`src/rtl/boot_pkg.sv`:
```
// Shared types and constants for the byte-stream boot loader.
package boot_pkg;

  localparam int         BOOT_LEN_W = 16;
  localparam logic [7:0] BOOT_SYNC  = 8'hA5;

  typedef enum logic [2:0] {
    IDLE,
    LEN_LO,
    LEN_HI,
    DATA,
    CSUM,
    DONE,
    ERR
  } boot_state_e;

  // States in which an idle gap between bytes counts towards the timeout.
  function automatic logic is_timed(boot_state_e s);
    return s inside {LEN_LO, LEN_HI, DATA, CSUM};
  endfunction

endpackage

```
`src/rtl/boot_loader_if.sv`:
```
// Byte-stream input handshake plus the memory boot write port.
interface boot_loader_if;

  logic        rx_valid;
  logic [7:0]  rx_data;
  logic        rx_ready;
  logic        boot_wr_en;
  logic [31:0] boot_wr_addr;
  logic [7:0]  boot_wr_data;

  modport master (
    output rx_valid, rx_data,
    input  rx_ready, boot_wr_en, boot_wr_addr, boot_wr_data
  );

  modport slave (
    input  rx_valid, rx_data,
    output rx_ready, boot_wr_en, boot_wr_addr, boot_wr_data
  );

endinterface

```
`src/rtl/boot_timeout_ctr.sv`:
```
// Idle-gap down-counter; expired pulses on the enabled cycle that reaches TIMEOUT_CYCLES.
module boot_timeout_ctr #(
  parameter int TIMEOUT_CYCLES = 1_000_000
) (
  input  logic clk,
  input  logic reset,
  input  logic clr,
  input  logic en,
  output logic expired
);

  localparam int            CW   = $clog2(TIMEOUT_CYCLES + 1);
  localparam logic [CW-1:0] LOAD = CW'(TIMEOUT_CYCLES - 1);

  logic [CW-1:0] cnt_q;
  logic [CW-1:0] cnt_d;

  always_comb begin
    cnt_d = cnt_q;
    if (clr) begin
      cnt_d = LOAD;
    end else if (en && (cnt_q != '0)) begin
      cnt_d = cnt_q - CW'(1);
    end
  end

  always_ff @(posedge clk or negedge reset) begin
    if (!reset) begin
      cnt_q <= LOAD;
    end else begin
      cnt_q <= cnt_d;
    end
  end

  assign expired = en && (cnt_q == '0);

endmodule

```
`src/rtl/boot_loader.sv`:
```
// Parses one framed boot image, writes its payload to memory and verifies the checksum.
//
//   state  | meaning
//   IDLE   | discard bytes until sync 0xA5
//   LEN_LO | expect length low byte
//   LEN_HI | expect length high byte, range-check length
//   DATA   | write payload bytes, accumulate sum
//   CSUM   | compare checksum byte
//   DONE   | image verified, core released, input closed
//   ERR    | frame failed, flag error, back to IDLE
module boot_loader
  import boot_pkg::*;
#(
  parameter logic [31:0] BASE_ADDR      = 32'h0000_0000,
  parameter int          MAX_LEN        = 4096,
  parameter int          TIMEOUT_CYCLES = 1_000_000
) (
  input  logic                clk,
  input  logic                reset,
  boot_loader_if.slave        bus,
  output logic                core_hold,
  output logic                boot_done,
  output logic                boot_err
);

  localparam logic [BOOT_LEN_W-1:0] MAX_LEN_L = BOOT_LEN_W'(MAX_LEN);

  boot_state_e           state_q, state_d;
  logic [7:0]            len_lo_q, len_lo_d;
  logic [BOOT_LEN_W-1:0] len_q, len_d;
  logic [BOOT_LEN_W-1:0] idx_q, idx_d;
  logic [7:0]            sum_q, sum_d;
  logic                  wr_en_q, wr_en_d;
  logic [31:0]           wr_addr_q, wr_addr_d;
  logic [7:0]            wr_data_q, wr_data_d;
  logic                  hold_q, hold_d;
  logic                  done_q, done_d;
  logic                  err_q, err_d;

  logic                  rx_ready;
  logic                  accept;
  logic [BOOT_LEN_W-1:0] len_rx;
  logic                  tmo_clr;
  logic                  tmo_en;
  logic                  tmo_expired;

  assign rx_ready = (state_q != DONE);
  assign accept   = bus.rx_valid && rx_ready;
  assign len_rx   = {bus.rx_data, len_lo_q};

  always_comb begin
    state_d   = state_q;
    len_lo_d  = len_lo_q;
    len_d     = len_q;
    idx_d     = idx_q;
    sum_d     = sum_q;
    wr_en_d   = 1'b0;
    wr_addr_d = wr_addr_q;
    wr_data_d = wr_data_q;
    hold_d    = hold_q;
    done_d    = done_q;
    err_d     = err_q;

    case (state_q)
      IDLE: begin
        if (accept && (bus.rx_data == BOOT_SYNC)) begin
          state_d = LEN_LO;
          err_d   = 1'b0;
          sum_d   = '0;
          idx_d   = '0;
        end
      end
      LEN_LO: begin
        if (accept) begin
          len_lo_d = bus.rx_data;
          state_d  = LEN_HI;
        end
      end
      LEN_HI: begin
        if (accept) begin
          len_d = len_rx;
          if (len_rx > MAX_LEN_L)   state_d = ERR;
          else if (len_rx == '0)    state_d = CSUM;
          else                      state_d = DATA;
        end
      end
      DATA: begin
        if (accept) begin
          wr_en_d   = 1'b1;
          wr_addr_d = BASE_ADDR + 32'(idx_q);
          wr_data_d = bus.rx_data;
          sum_d     = sum_q + bus.rx_data;
          idx_d     = idx_q + BOOT_LEN_W'(1);
          if (idx_q == len_q - BOOT_LEN_W'(1)) state_d = CSUM;
        end
      end
      CSUM: begin
        if (accept) begin
          state_d = (bus.rx_data == sum_q) ? DONE : ERR;
        end
      end
      DONE:    state_d = DONE;
      ERR:     state_d = IDLE;
      default: state_d = IDLE;
    endcase

    if (tmo_expired) state_d = ERR;

    // Status flags follow the state being entered so they line up with it.
    if (state_d == ERR) err_d = 1'b1;
    if (state_d == DONE) begin
      done_d = 1'b1;
      hold_d = 1'b0;
    end
  end

  always_ff @(posedge clk or negedge reset) begin
    if (!reset) begin
      state_q   <= IDLE;
      len_lo_q  <= '0;
      len_q     <= '0;
      idx_q     <= '0;
      sum_q     <= '0;
      wr_en_q   <= 1'b0;
      wr_addr_q <= '0;
      wr_data_q <= '0;
      hold_q    <= 1'b1;
      done_q    <= 1'b0;
      err_q     <= 1'b0;
    end else begin
      state_q   <= state_d;
      len_lo_q  <= len_lo_d;
      len_q     <= len_d;
      idx_q     <= idx_d;
      sum_q     <= sum_d;
      wr_en_q   <= wr_en_d;
      wr_addr_q <= wr_addr_d;
      wr_data_q <= wr_data_d;
      hold_q    <= hold_d;
      done_q    <= done_d;
      err_q     <= err_d;
    end
  end

  assign tmo_en  = is_timed(state_q) && !accept;
  assign tmo_clr = accept || (state_d != state_q) || !is_timed(state_q);

  boot_timeout_ctr #(
    .TIMEOUT_CYCLES (TIMEOUT_CYCLES)
  ) u_timeout (
    .clk     (clk),
    .reset   (reset),
    .clr     (tmo_clr),
    .en      (tmo_en),
    .expired (tmo_expired)
  );

  assign bus.rx_ready     = rx_ready;
  assign bus.boot_wr_en   = wr_en_q;
  assign bus.boot_wr_addr = wr_addr_q;
  assign bus.boot_wr_data = wr_data_q;
  assign core_hold        = hold_q;
  assign boot_done        = done_q;
  assign boot_err         = err_q;

endmodule

```
`src/flat_wrapper.sv`:
```
// flat-port wrapper written by rule: the top's interface ports become plain ports
module boot_loader_flat import boot_pkg::*;
#(
  parameter logic [31:0] BASE_ADDR      = 32'h0000_0000,
  parameter int          MAX_LEN        = 4096,
  parameter int          TIMEOUT_CYCLES = 1_000_000
)
  (clk, reset, core_hold, boot_done, boot_err, bus_rx_valid, bus_rx_data, bus_rx_ready, bus_boot_wr_en, bus_boot_wr_addr, bus_boot_wr_data);
  boot_loader_if bus_i ();
  input  logic clk;
  input  logic reset;
  output logic core_hold;
  output logic boot_done;
  output logic boot_err;
  input wire logic [$bits(bus_i.rx_valid)-1:0] bus_rx_valid;
  input wire logic [$bits(bus_i.rx_data)-1:0] bus_rx_data;
  output wire logic [$bits(bus_i.rx_ready)-1:0] bus_rx_ready;
  output wire logic [$bits(bus_i.boot_wr_en)-1:0] bus_boot_wr_en;
  output wire logic [$bits(bus_i.boot_wr_addr)-1:0] bus_boot_wr_addr;
  output wire logic [$bits(bus_i.boot_wr_data)-1:0] bus_boot_wr_data;
  assign bus_i.rx_valid = bus_rx_valid;
  assign bus_i.rx_data = bus_rx_data;
  assign bus_rx_ready = bus_i.rx_ready;
  assign bus_boot_wr_en = bus_i.boot_wr_en;
  assign bus_boot_wr_addr = bus_i.boot_wr_addr;
  assign bus_boot_wr_data = bus_i.boot_wr_data;
  boot_loader #(.BASE_ADDR(BASE_ADDR), .MAX_LEN(MAX_LEN), .TIMEOUT_CYCLES(TIMEOUT_CYCLES)) u_core (.clk(clk), .reset(reset), .bus(bus_i), .core_hold(core_hold), .boot_done(boot_done), .boot_err(boot_err));
endmodule
```
`config.mk`:
```
export PLATFORM = sky130hd
export DESIGN_NAME = boot_loader_flat
export DESIGN_NICKNAME = d
export VERILOG_FILES = /design/src/rtl/boot_pkg.sv /design/src/rtl/boot_loader_if.sv /design/src/rtl/boot_timeout_ctr.sv /design/src/rtl/boot_loader.sv /design/src/flat_wrapper.sv
export SDC_FILE = /design/constraint.sdc
export NUM_CORES = 1
export LEC_CHECK = 0
export ABC_CLOCK_PERIOD_IN_PS = 2800
export BUFFER_PORTS_ARGS = -buffer_cell sky130_fd_sc_hd__buf_2
export CAP_MARGIN = 20
export CORE_MARGIN = 1
export CORE_UTILIZATION = 35
export CTS_CLUSTER_DIAMETER = 30
export DETAILED_ROUTE_END_ITERATION = 12
export PLACE_DENSITY_LB_ADDON = 0.1
export SLEW_MARGIN = 20
export SYNTH_ARGS = -nofsm -noshare
export SYNTH_HDL_FRONTEND = slang
export SYNTH_SLANG_ARGS = --single-unit
```
`constraint.sdc`:
```
create_clock -name clk -period 2.8 [get_ports clk]
set_input_delay 0.42 -clock clk [delete_from_list [all_inputs] [get_ports clk]]
set_output_delay 0.42 -clock clk [all_outputs]
set_load 0.01 [all_outputs]
```
==> out/qor.yml <==
end_kind: "register"
r2r_start: "u_core.u_timeout.cnt_q[11]"
layoutNonFillerInstCount: 772
coreArea_sq_um: 14500
period_share: 0.934
drv_cap: 0
fillers: 1479
routabilityCongestion: 0.855
p_int_mw: 2.60
critPathLaunchType: "register"
hpwlAfterDp_um: 8600
die_h_um: 124
grt_usage: 0.173
syn-cell-area_sq_um: 5190
power_frac_comb: 0.187
cp_top_family: "simple AND/OR/NAND/NOR gates"
cts_num_sinks: 99
die-width_um: 124
min_period_ns: 2.62
dr.pass1.iters: 5
post-place-cells: 756
swShare: 0.292
critPathMaxStageDelay_ns: 0.56
cts-buffers-inserted: 9
io_pins: 56
worstSetupStartpoint: "u_core.u_timeout.cnt_q[11]"
path_clk_slew_ns: 0.07
path_depth: 6
grt_pass1_wl_um: 20000
drc: 0
crit_required_ns: 3.03
post-route-util: 0.406
ant_nets: 0
worst-setup-path-type: "reg -> reg"
clkPwrFrac: 0.350
crit_chain: "or4_4 > or3_1 > or2_4 > nor4_1 > or3_1 > nor2_1"
holdWs_ns: 0.0322
cts_htree_levels: 3
ys_async_sr_fraction: 1.00
r2r_setup_slack_ns: 0.18
num_rows: 44
post_cts_resized: 0
synth-seq-cells: 99
syn_avg_cell_area_sq_um: 9.51
grt_pass1_vias: 3813
ys_seq_area_frac: 0.480
total_power_mw: 3.67
nets: 605
wire_per_inst_um: 15.9
hold_class: "in -> async"
crit_buf_inv: 0
setup_viol: 0
vias: 3895
max_freq_mhz: 382
synth_edf_count: 0
rsz0062_at_grt: "false"
critPathArrivalTime_ns: 2.84
ctsRootBufferMaster: "clkbuf_16"
antenna_found_initial: 0
reg2reg_depth: 6
switchingPower_mw: 1.07
r2r_end: "u_core.u_timeout.cnt_q[15]"
ys.flop_type: "dfrtp_1"
routed_wl_um: 12300
setup_tns_ns: 0
ctsHoldBuffers: 0
ir_drop_mv: 0.327
hold_viol: 0
slew_headroom: 0.600
ys_warn_count: 0
via_per_inst: 5.05
fin_skew_ns: 0.00778
crit_top_cell: "or3_1"
worstMarginPinSlew_ns: 0.595
grt_max_degree: 66
status: "completed"
cp-endpoint: "u_core.u_timeout.cnt_q[15]"
cts.path.max_buffers: 2
overflow: 0
cp_slowest_cell: "or4_4"
syn_to_final_growth_pct: 13.2
p_seq_frac: 0.463
io_buffers: 39
drive_above_1_share: 0.184
drv_slew: 0
power_density_nw_per_um2: 625
design.die.area_sq_um: 15300
dr.first_iter.drc_count: 165
cts_tree: "yes"
ys_types: 54
diodes: 0
cts_setup_buffers: 0
initial_core_util: 0.359
total_leakage_power_nw: 2.74
synthCells: 546
crit_fanout: 8
clk_latency_ns: 0.35
[placed cells by master (no fill, tap or decap), types with 17 or more instances in the layout]
cell type  synthesis  routed
nand2_1          112     112
nor2_1            34      34
dfrtp_1           86      86
nor3_1            17      17
nor4_1            18      17
xor2_1            19      19
buf_2              4      38
o21ai_0           20      20
nand3_1           20      20
mux2_2            19      19
xnor2_1           37      37
[worst reg2reg max path: cells and delay by family, from the launching register on]
family	cells	cell delay [ns]
flops	1	0.42
simple gates	6	2.08
[sequential cells by signal (all words and copies together) (netlist names)]
name and flops:
u_core.boot_err 1, u_core.sum_q 8, u_core.state_q 3, u_core.bus.boot_wr_data 8, u_core.boot_done 1, u_core.core_hold 1, u_core.bus.boot_wr_en 1, u_core.len_q 16
u_core.idx_q 16, u_core.len_lo_q 8, u_core.bus.boot_wr_addr 16, u_core.u_timeout.cnt_q 20
[metal layers]
metal  GRT usage  wire (um)  share of wire  up-vias
met5           0          0              0        -
met4      0.0505        139          0.011        0
met3      0.0435        502          0.041       12
met2       0.271       5880           0.48       71
met1       0.235       5730           0.47     1904
li1            -          -              -     1908
[cell families after synthesis]
kind of cell               synth area share
and+or+nand+nor                       0.224
muxes                                0.0470
buffers and inverters                0.0530
AOI/OAI and AO/OA                    0.0728
DFF                                   0.480
xor gates and xnor gates             0.0945
other                              0.000722
adders and majority gates            0.0280
[power groups by stage]
stage               logic [mW]  registers, mW  clock network, mW
detailed placement       0.691           1.73                  0
finish                   0.686           1.70               1.29
CTS                      0.694           1.70               1.34
global route             0.793           1.72               1.38
floorplan                0.515           1.70                  0
global placement         0.681           1.72                  0
[final cells by class]
class | instances | area (sq um) | share of cell area
flip-flops and latches | 99 | 2490 | 0.424
multi-input cells | 408 | 2490 | 0.424
repair buffers | 52 | 308 | 0.0524
clock buffers | 12 | 256 | 0.0436
well taps | 184 | 230 | 0.0392
clock inverters | 4 | 50.0 | 0.00851
inverters | 13 | 48.8 | 0.00830
[Yosys cell counts (all sizes together), types with 5 or more instances]
library cell / instances / area, sq um
dfrtp: 86 / 2150
dfstp: 13 / 342
nor2: 34 / 128
clkbuf: 18 / 67.6
and3: 8 / 50.1
mux2: 19 / 214
nand2: 112 / 420
or3: 8 / 50.1
a21oi: 14 / 70.1
ha: 10 / 125
inv: 13 / 48.8
nor3: 19 / 111
o21ai: 20 / 100
buf: 23 / 159
nand4: 5 / 31.3
xnor2: 37 / 324
xor2: 19 / 166
nand3: 20 / 100
nor4: 19 / 125
[stage by stage]
stage	instance area, sq um	setup slack [ns]
2_1_floorplan	5250	0.408
3_3_place_gp	5560	0.251
3_5_place_dp	5560	0.165
5_1_grt	5880	0.00444
6_report	5880	0.184
4_1_cts	5870	0.154
[worst min-delay path by stage]
stage,startpoint,endpoint,cells past startpoint
after floorplan,reset,u_core.boot_done,0
after global placement,reset,u_core.bus.boot_wr_en,1
after detailed placement,reset,u_core.bus.boot_wr_en,1
after CTS,reset,u_core.bus.boot_wr_addr[10],1
after global routing,reset,u_core.bus.boot_wr_addr[10],1
final,reset,u_core.bus.boot_wr_addr[10],1
No activity file was read; power rests on OpenSTA's default activity.
